===== config.mk =====
export PLATFORM = sky130hd
export DESIGN_NAME = multicycle_core_flat
export DESIGN_NICKNAME = d
export VERILOG_FILES = /design/src/rtl/multicycle_core_if.sv /design/src/rtl/multicycle_core.sv /design/src/flat_wrapper.sv
export SDC_FILE = /design/constraint.sdc
export NUM_CORES = 2
export LEC_CHECK = 0
export CORE_MARGIN = 4
export CORE_UTILIZATION = 35
export DETAILED_ROUTE_END_ITERATION = 8
export PLACE_DENSITY = 0.6
export SYNTH_ARGS = -nofsm -noshare
export SYNTH_HDL_FRONTEND = slang
export SYNTH_SLANG_ARGS = --single-unit

===== constraint.sdc =====
create_clock -name clk -period 39.9 [get_ports clk]
set_input_delay 9.975 -clock clk [delete_from_list [all_inputs] [get_ports clk]]
set_output_delay 9.975 -clock clk [all_outputs]
set_load 0.03 [all_outputs]

===== src/rtl/multicycle_core_if.sv =====
// Memory port bundle for multicycle_core.
//   master (core)  : drives req, we, addr, wdata; receives ready, rdata
//   slave (memory) : the mirror image
// A transfer completes on a rising clock edge with req=1 and ready=1.
interface multicycle_core_if #(
  parameter int DATA_W = 16,
  parameter int ADDR_W = 15
);
  logic              req;
  logic              we;
  logic              ready;
  logic [ADDR_W-1:0] addr;
  logic [DATA_W-1:0] wdata;
  logic [DATA_W-1:0] rdata;

  modport master (output req, we, addr, wdata, input ready, rdata);
  modport slave  (input req, we, addr, wdata, output ready, rdata);
endinterface


===== src/rtl/multicycle_core.sv =====
// Multicycle load/store CPU with an internal register file, add/sub datapath
// and one memory port using a req/ready handshake with arbitrary wait states.
// Ports:
//   clk       system clock, rising edge
//   rst       asynchronous active-high reset
//   mem       memory port (master side of multicycle_core_if)
//   o_halted  high while in HALTED
//   o_dbg_pc  current program counter
//
// state    | meaning
// ---------+-----------------------------------------------------------
// S_FETCH  | read instruction at PC into IR, PC+1
// S_DECODE | execute ALU/RST/HALT/NOP, or go fetch the operand word
// S_OPER   | read operand word at PC into OP, PC+1; finish LDI/JMP/BEQZ
// S_MEM    | data access at OP for LOAD/STORE
// S_HALTED | idle, left only through rst
module multicycle_core #(
  parameter int                DATA_W   = 16,
  parameter int                ADDR_W   = 15,
  parameter int                REG_W    = 5,
  parameter logic [ADDR_W-1:0] RESET_PC = 'h2400
) (
  input  logic                   clk,
  input  logic                   rst,
  multicycle_core_if.master      mem,
  output logic                   o_halted,
  output logic [ADDR_W-1:0]      o_dbg_pc
);

  localparam int NREG = 2 ** REG_W;

  localparam logic [5:0] OP_RST   = 6'd0;
  localparam logic [5:0] OP_LOAD  = 6'd1;
  localparam logic [5:0] OP_STORE = 6'd2;
  localparam logic [5:0] OP_LDI   = 6'd3;
  localparam logic [5:0] OP_JMP   = 6'd4;
  localparam logic [5:0] OP_ADD   = 6'd5;
  localparam logic [5:0] OP_SUB   = 6'd6;
  localparam logic [5:0] OP_BEQZ  = 6'd7;
  localparam logic [5:0] OP_HALT  = 6'd8;

  typedef enum logic [2:0] {S_FETCH, S_DECODE, S_OPER, S_MEM, S_HALTED} state_t;

  state_t            r_state, w_next_state;
  logic [ADDR_W-1:0] r_pc, w_pc_next, w_pc_inc;
  logic [DATA_W-1:0] r_ir;
  // only the address part of the operand word is ever consumed after OPER
  logic [ADDR_W-1:0] r_op;
  logic [DATA_W-1:0] r_regs [NREG];

  logic              w_ir_we, w_op_we, w_reg_we;
  logic [DATA_W-1:0] w_reg_wdata;
  logic              w_req, w_we;
  logic [ADDR_W-1:0] w_addr;

  logic [5:0]        w_opcode;
  logic [REG_W-1:0]  w_rd, w_rs;
  logic [DATA_W-1:0] w_rd_val, w_rs_val;

  assign w_opcode = r_ir[5:0];
  assign w_rd     = r_ir[6 +: REG_W];
  assign w_rs     = r_ir[6+REG_W +: REG_W];
  assign w_rd_val = r_regs[w_rd];
  assign w_rs_val = r_regs[w_rs];
  assign w_pc_inc = r_pc + {{(ADDR_W-1){1'b0}}, 1'b1};

  always_ff @(posedge clk or posedge rst) begin
    if (rst) r_state <= S_FETCH;
    else     r_state <= w_next_state;
  end

  // Handshake states keep req high until ready; all updates are gated on
  // mem.ready so a wait state simply repeats the same cycle.
  always_comb begin
    w_next_state = r_state;
    w_pc_next    = r_pc;
    w_ir_we      = 1'b0;
    w_op_we      = 1'b0;
    w_reg_we     = 1'b0;
    w_reg_wdata  = w_rd_val;
    w_req        = 1'b0;
    w_we         = 1'b0;
    w_addr       = r_pc;
    case (r_state)
      S_FETCH: begin
        w_req = 1'b1;
        if (mem.ready) begin
          w_ir_we      = 1'b1;
          w_pc_next    = w_pc_inc;
          w_next_state = S_DECODE;
        end
      end
      S_DECODE: begin
        w_next_state = S_FETCH;
        case (w_opcode)
          OP_ADD: begin
            w_reg_we    = 1'b1;
            w_reg_wdata = w_rd_val + w_rs_val;
          end
          OP_SUB: begin
            w_reg_we    = 1'b1;
            w_reg_wdata = w_rd_val - w_rs_val;
          end
          OP_RST:  w_pc_next    = RESET_PC;
          OP_HALT: w_next_state = S_HALTED;
          OP_LOAD, OP_STORE, OP_LDI, OP_JMP, OP_BEQZ: w_next_state = S_OPER;
          default: ;
        endcase
      end
      S_OPER: begin
        w_req = 1'b1;
        if (mem.ready) begin
          w_op_we      = 1'b1;
          w_pc_next    = w_pc_inc;
          w_next_state = S_FETCH;
          case (w_opcode)
            OP_LDI: begin
              w_reg_we    = 1'b1;
              w_reg_wdata = mem.rdata;
            end
            OP_JMP: w_pc_next = mem.rdata[ADDR_W-1:0];
            OP_BEQZ: if (w_rd_val == '0) w_pc_next = mem.rdata[ADDR_W-1:0];
            OP_LOAD, OP_STORE: w_next_state = S_MEM;
            default: ;
          endcase
        end
      end
      S_MEM: begin
        w_req  = 1'b1;
        w_we   = (w_opcode == OP_STORE);
        w_addr = r_op;
        if (mem.ready) begin
          w_next_state = S_FETCH;
          if (w_opcode == OP_LOAD) begin
            w_reg_we    = 1'b1;
            w_reg_wdata = mem.rdata;
          end
        end
      end
      S_HALTED: ;
      default: w_next_state = S_FETCH;
    endcase
  end

  always_ff @(posedge clk or posedge rst) begin
    if (rst) begin
      r_pc <= RESET_PC;
      r_ir <= '0;
      r_op <= '0;
    end else begin
      r_pc <= w_pc_next;
      if (w_ir_we) r_ir <= mem.rdata;
      if (w_op_we) r_op <= mem.rdata[ADDR_W-1:0];
    end
  end

  always_ff @(posedge clk or posedge rst) begin
    if (rst) begin
      for (int i = 0; i < NREG; i++) r_regs[i] <= '0;
    end else if (w_reg_we) begin
      r_regs[w_rd] <= w_reg_wdata;
    end
  end

  // Reset resets the state to FETCH asynchronously, so req/we must also be
  // masked by rst directly to stay low for the whole reset pulse.
  assign mem.req   = w_req & ~rst;
  assign mem.we    = w_we & ~rst;
  assign mem.addr  = w_addr;
  assign mem.wdata = w_rd_val;
  assign o_halted  = (r_state == S_HALTED);
  assign o_dbg_pc  = r_pc;

endmodule

===== src/flat_wrapper.sv =====
// flat-port wrapper written by rule: the top's interface ports become plain ports
module multicycle_core_flat 
#(
  parameter int                DATA_W   = 16,
  parameter int                ADDR_W   = 15,
  parameter int                REG_W    = 5,
  parameter logic [ADDR_W-1:0] RESET_PC = 'h2400
)
  (clk, rst, o_halted, o_dbg_pc, mem_req, mem_we, mem_addr, mem_wdata, mem_ready, mem_rdata);
  multicycle_core_if #(.DATA_W(DATA_W), .ADDR_W(ADDR_W)) mem_i ();
  input  logic clk;
  input  logic rst;
  output logic o_halted;
  output logic [ADDR_W-1:0] o_dbg_pc;
  output wire logic [$bits(mem_i.req)-1:0] mem_req;
  output wire logic [$bits(mem_i.we)-1:0] mem_we;
  output wire logic [$bits(mem_i.addr)-1:0] mem_addr;
  output wire logic [$bits(mem_i.wdata)-1:0] mem_wdata;
  input wire logic [$bits(mem_i.ready)-1:0] mem_ready;
  input wire logic [$bits(mem_i.rdata)-1:0] mem_rdata;
  assign mem_req = mem_i.req;
  assign mem_we = mem_i.we;
  assign mem_addr = mem_i.addr;
  assign mem_wdata = mem_i.wdata;
  assign mem_i.ready = mem_ready;
  assign mem_i.rdata = mem_rdata;
  multicycle_core #(.DATA_W(DATA_W), .ADDR_W(ADDR_W), .REG_W(REG_W), .RESET_PC(RESET_PC)) u_core (.clk(clk), .rst(rst), .mem(mem_i), .o_halted(o_halted), .o_dbg_pc(o_dbg_pc));
endmodule

After elaboration in Yosys (flattened, before gate mapping)

Cells that the tools add are included.

Register bits: 561
Logic and storage cells: 114

Add/sub/neg operators: 3
Order comparisons: 3
Equal/unequal tests: 16
Multiplexer cells: 39
Bitwise gates (word level): 6
Reductions and logical operators: 11

Operators with widths:

| kind                    | number |
|---|---|
| $bwmux W512             | 1 |
| $bmux W16 S5            | 2 |
| $mux W16                | 9 |
| $demux W16 S5           | 1 |
| $mux W15                | 5 |
| $pmux W16 S3            | 1 |
| $pmux W15 S3            | 1 |
| $pmux W16 S2            | 1 |
| $pmux W15 S2            | 1 |
| $eq A6 B3 Y1 const B    | 4 |
| $add A16 B16 Y16        | 1 |
| $logic_not A16 Y1       | 1 |
| $sub A16 B16 Y16        | 1 |
| $add A15 B1 Y15 const B | 1 |
| $pmux W3 S5             | 1 |
| $eq A6 B2 Y1 const B    | 2 |
| $ge A6 B6 Y1 const B    | 2 |
| $not A5 Y6              | 2 |
| $mux W1                 | 10 |
| $mux W3                 | 3 |
| $ne A2 B2 Y1 const B    | 4 |
| $reduce_and A4 Y1       | 2 |
| $eq A3 B2 Y1 const B    | 2 |
| $eq A6 B1 Y1 const B    | 1 |
| 16 further kinds        | 19 |

Depth between registers and ports, before layout

Depth in word-level cells: 9
Mapped depth: 25
Gate-level depth less buffers: 20

Worst setup path before layout

OpenSTA, ideal clock, no wires.

Path kind: input-to-output
Start: input port rst
End: output port mem_we
Arrival time: 10973 ps
Data required time: 29925 ps
Setup slack: 18952 ps
Stages: 1
Buffers on the path: 0
Cells stage by stage: nor4_1

Word-level cells in the longest chain between the ends: 2

RTL lines:

| what          | line                   | RTL |
|---|---|---|
| from (decl)   | flat_wrapper.sv:12     | `input logic rst;` |
| $not A1 Y1    | multicycle_core.sv:168 | `assign mem.we = w_we & ~rst;` |
| $and A1 B1 Y1 | multicycle_core.sv:168 |  |
| to (decl)     | flat_wrapper.sv:16     | `output wire logic [$bits(mem_i.we)-1:0] mem_we;` |

No other way between the ends.

Final worst setup path

Same ends and word-level chain as after synthesis.

==> flow_summary.toml <==
[route]
drt-vias-per-instance = 6.00
wl_met2_mm = 48.0
wl_met1_mm = 42.9
drt-initial-drc-count = 2882
num_vias = 24400
antenna_left = 0
top_layer = "met4"
wl_per_cell_um = 26.2
route.detailed.drc = 0
dr.pass1.iters = 7
drt-total-wl_mm = 107
dr_wl_met3_mm = 10.6

[critical_path]
cp_max_fo = 3
crit_path_frequent_cell = "clkdlybuf4s50_1"
worstSetupEndpointType = "primary output"
worst-path-buf-inv = 2
slowest_delay_ns = 0.74
crit_path_start_kind = "primary input"
reg2reg_from = "u_core.r_ir[12]"
r2r_slack_ns = 32.50
r2r_cells = 18
cp.depth = 3
crit_type = "primary input to primary output"
worst_ep_required_time_ns = 29.92
critPathSlowestCell = "clkdlybuf4s50_1"
r2r_end = "u_core.r_regs[479]"
crit_path_cell_trace = "clkdlybuf4s50_1, nor4_1, clkdlybuf4s50_1"
crit_family = "buffers and inverters"
arrival_ns = 11.62

[synthesis]
yosys-top-cells-area = "dfrtp_1 (46%), mux4_2 (16%), o21ai_0 (7.0%)"
synth_flop_cell = "dfrtp_1"
synthesis.nets = 2949
synth_edf_count = 0
ys_seq_area_frac = 0.457
syn_area_per_cell_um2 = 10.5
ys_seq_elements = 561
yosysWarningCount = 0
synth.top_cells.by_count = "dfrtp_1 (559), nand2_1 (505), o21ai_0 (432)"
netlist_area_mm2 = 0.0307
synth_cell_type_count = 80
synth.most_common_cell = "dfrtp_1"
netlist_instances = 2911
synth_top_cell_by_area = "dfrtp_1"
synth_top_cell_area_share = 0.456
ys_async_sr_fraction = 1.00

[sta]
finalCritPeriodShare = 0.541
fin_skew_ns = 0.0339
hold_violations = 0
min_period_ns = 21.59
max_freq_mhz = 46.3
worstMarginPinSlew_ns = 1.21
setup_violations = 0
fin_setup_tns_ns = 0
maxSlewHeadroom = 0.194
setup_ws_ns = 18.31
slew_violations = 0
hold_slack_ns = 0.497
rsz0062_at_grt = "false"

[hold_path]
hold_depth = 2
hold_end = "u_core.r_regs[71]"
hp-start = "u_core.r_regs[71]"
hold_path_class = "flip-flop to flip-flop"

[die]
core_mm2 = 0.0869
die_w_um = 304
die-area_mm2 = 0.0925
die_h_um = 304
fp-row-count = 108
io_pins = 68
start_util = 0.353

[final_layout]
area_growth_pct = 12.2
fillers = 8401
fin_area_mm2 = 0.0345
utilization = 0.397
layout-drive-gt1-share = 0.179
layout.nets = 2901
final_cells = 4069

[clock_tree]
cts-root-buf = "clkbuf_16"
cts_inserted_buffers = 60
cts_setup_buffers = 0
cts.clk_slew.worst_paths_ns = 0.06
clk_latency_ns = 0.67
ctsHtreeMaxLevel = 2
clock-sinks = 561
cts_hold_buf = 0
clock_path_buffers = 3
postCtsResizedCells = 0
cts_tree = "yes"

[power]
leakage_nw = 14.2
powerDensity_mw_per_mm2 = 74.1
power_mw = 2.55
vdd_drop_max_v = 0.0000812

[flow_run]
max_cap_viol_count = 0

[global_routing]
grt_pass1_vias = 23700
antenna_found_initial = 1
gr-usage-all-layers = 0.224
grt_pass1_wl_mm = 158
grt_overflow = 0
grt_max_degree = 176

[placement]
post_dp_cell_area_mm2 = 0.0324
io_buffers = 67
pre_cts_slack_ns = 18.30
placed_cells = 3956
place_hpwl_mm = 68.3
gp_congestion = 0.878

[status]
status = "completed"
cell families (layout without fill, tap and decap cells):
| logic type | after synthesis | after routing | synth area share |
|---|---|---|---|
| buffers and inverters | 279 | 281 | 0.0450 |
| XOR/XNOR | 31 | 31 | 0.00884 |
| AND/OR/NAND/NOR | 866 | 866 | 0.121 |
| multiplexers | 369 | 369 | 0.213 |
| adder cells (fa/ha/maj) | 19 | 19 | 0.00799 |
| flip-flops | 561 | 561 | 0.457 |
| AO/OA/AOI/OAI | 786 | 786 | 0.147 |
| other | 0 | 1 | 0 |
state kept, by name (all words and copies together), names as in the netlist:
register	flops
u_core.r_regs	512
u_core.r_state	3
u_core.o_dbg_pc	15
u_core.r_op	15
u_core.r_ir	16
routing by layer:
metal | vias to the layer above | GRT usage
met2 | 1284 | 0.349
met1 | 12300 | 0.299
met4 | 0 | 0.0938
li1 | 10500 | -
met5 | - | 0
met3 | 292 | 0.0580
cell type report:
type,count,area (um^2),area share
timing repair buffer,147,1300,0.0376
sequential,561,14100,0.408
clock inverter,24,292,0.00846
clock buffer,88,1790,0.0519
tap,1155,1450,0.0419
antenna,1,2.50,0.0000726
inverter,22,90.1,0.00261
multi-input combinational,2071,15500,0.449
tightest hold or removal path: stages (launching register included):
cell     delay [ns]
dfrtp_1        0.35
nand2_1        0.05
o21ai_0        0.06
worst max-delay path by stage:
| stage | startpoint | to | slack, ns |
|---|---|---|---|
| floorplan | rst | u_core.o_dbg_pc[0] | 14.24 |
| global placement | rst | mem_we | 18.34 |
| detailed placement | rst | mem_we | 18.30 |
| CTS | rst | mem_we | 18.29 |
| global route | rst | mem_we | 18.24 |
| finish | rst | mem_we | 18.31 |
layout by cell type, fill, tap and decap left out, types with 10 or more instances in the layout:
| cell | synthesis | routed |
|---|---|---|
| a31oi_1 | 24 | 23 |
| o21ai_0 | 432 | 432 |
| ha_1 | 18 | 18 |
| a21oi_2 | 19 | 23 |
| clkbuf_1 | 170 | 10 |
| nand3_1 | 36 | 36 |
| buf_4 | 22 | 78 |
| clkdlybuf4s50_1 | 0 | 67 |
| and3_1 | 14 | 14 |
| nand4_1 | 14 | 14 |
| a22oi_1 | 87 | 87 |
| nand2_1 | 505 | 504 |
| dfrtp_1 | 559 | 555 |
| mux4_2 | 216 | 216 |
| xnor2_1 | 22 | 22 |
| mux2_2 | 51 | 51 |
| nor4_1 | 14 | 12 |
| inv_1 | 22 | 21 |
| clkbuf_8 | 0 | 18 |
| nor3_1 | 18 | 17 |
| o22ai_1 | 32 | 32 |
| mux2i_1 | 97 | 97 |
| nand2b_1 | 13 | 13 |
| clkbuf_16 | 0 | 60 |
| a21oi_1 | 129 | 125 |
| clkinv_2 | 0 | 12 |
| and2_1 | 13 | 13 |
| nor2_1 | 182 | 181 |
power breakdown:
part | internal [mW] | switching [mW]
clock | 0.338 | 0.249
combinational | 0.454 | 0.791
sequential | 0.626 | 0.0963
total | 1.42 | 1.14
Note: power is estimated with default switching activity, not from simulation.
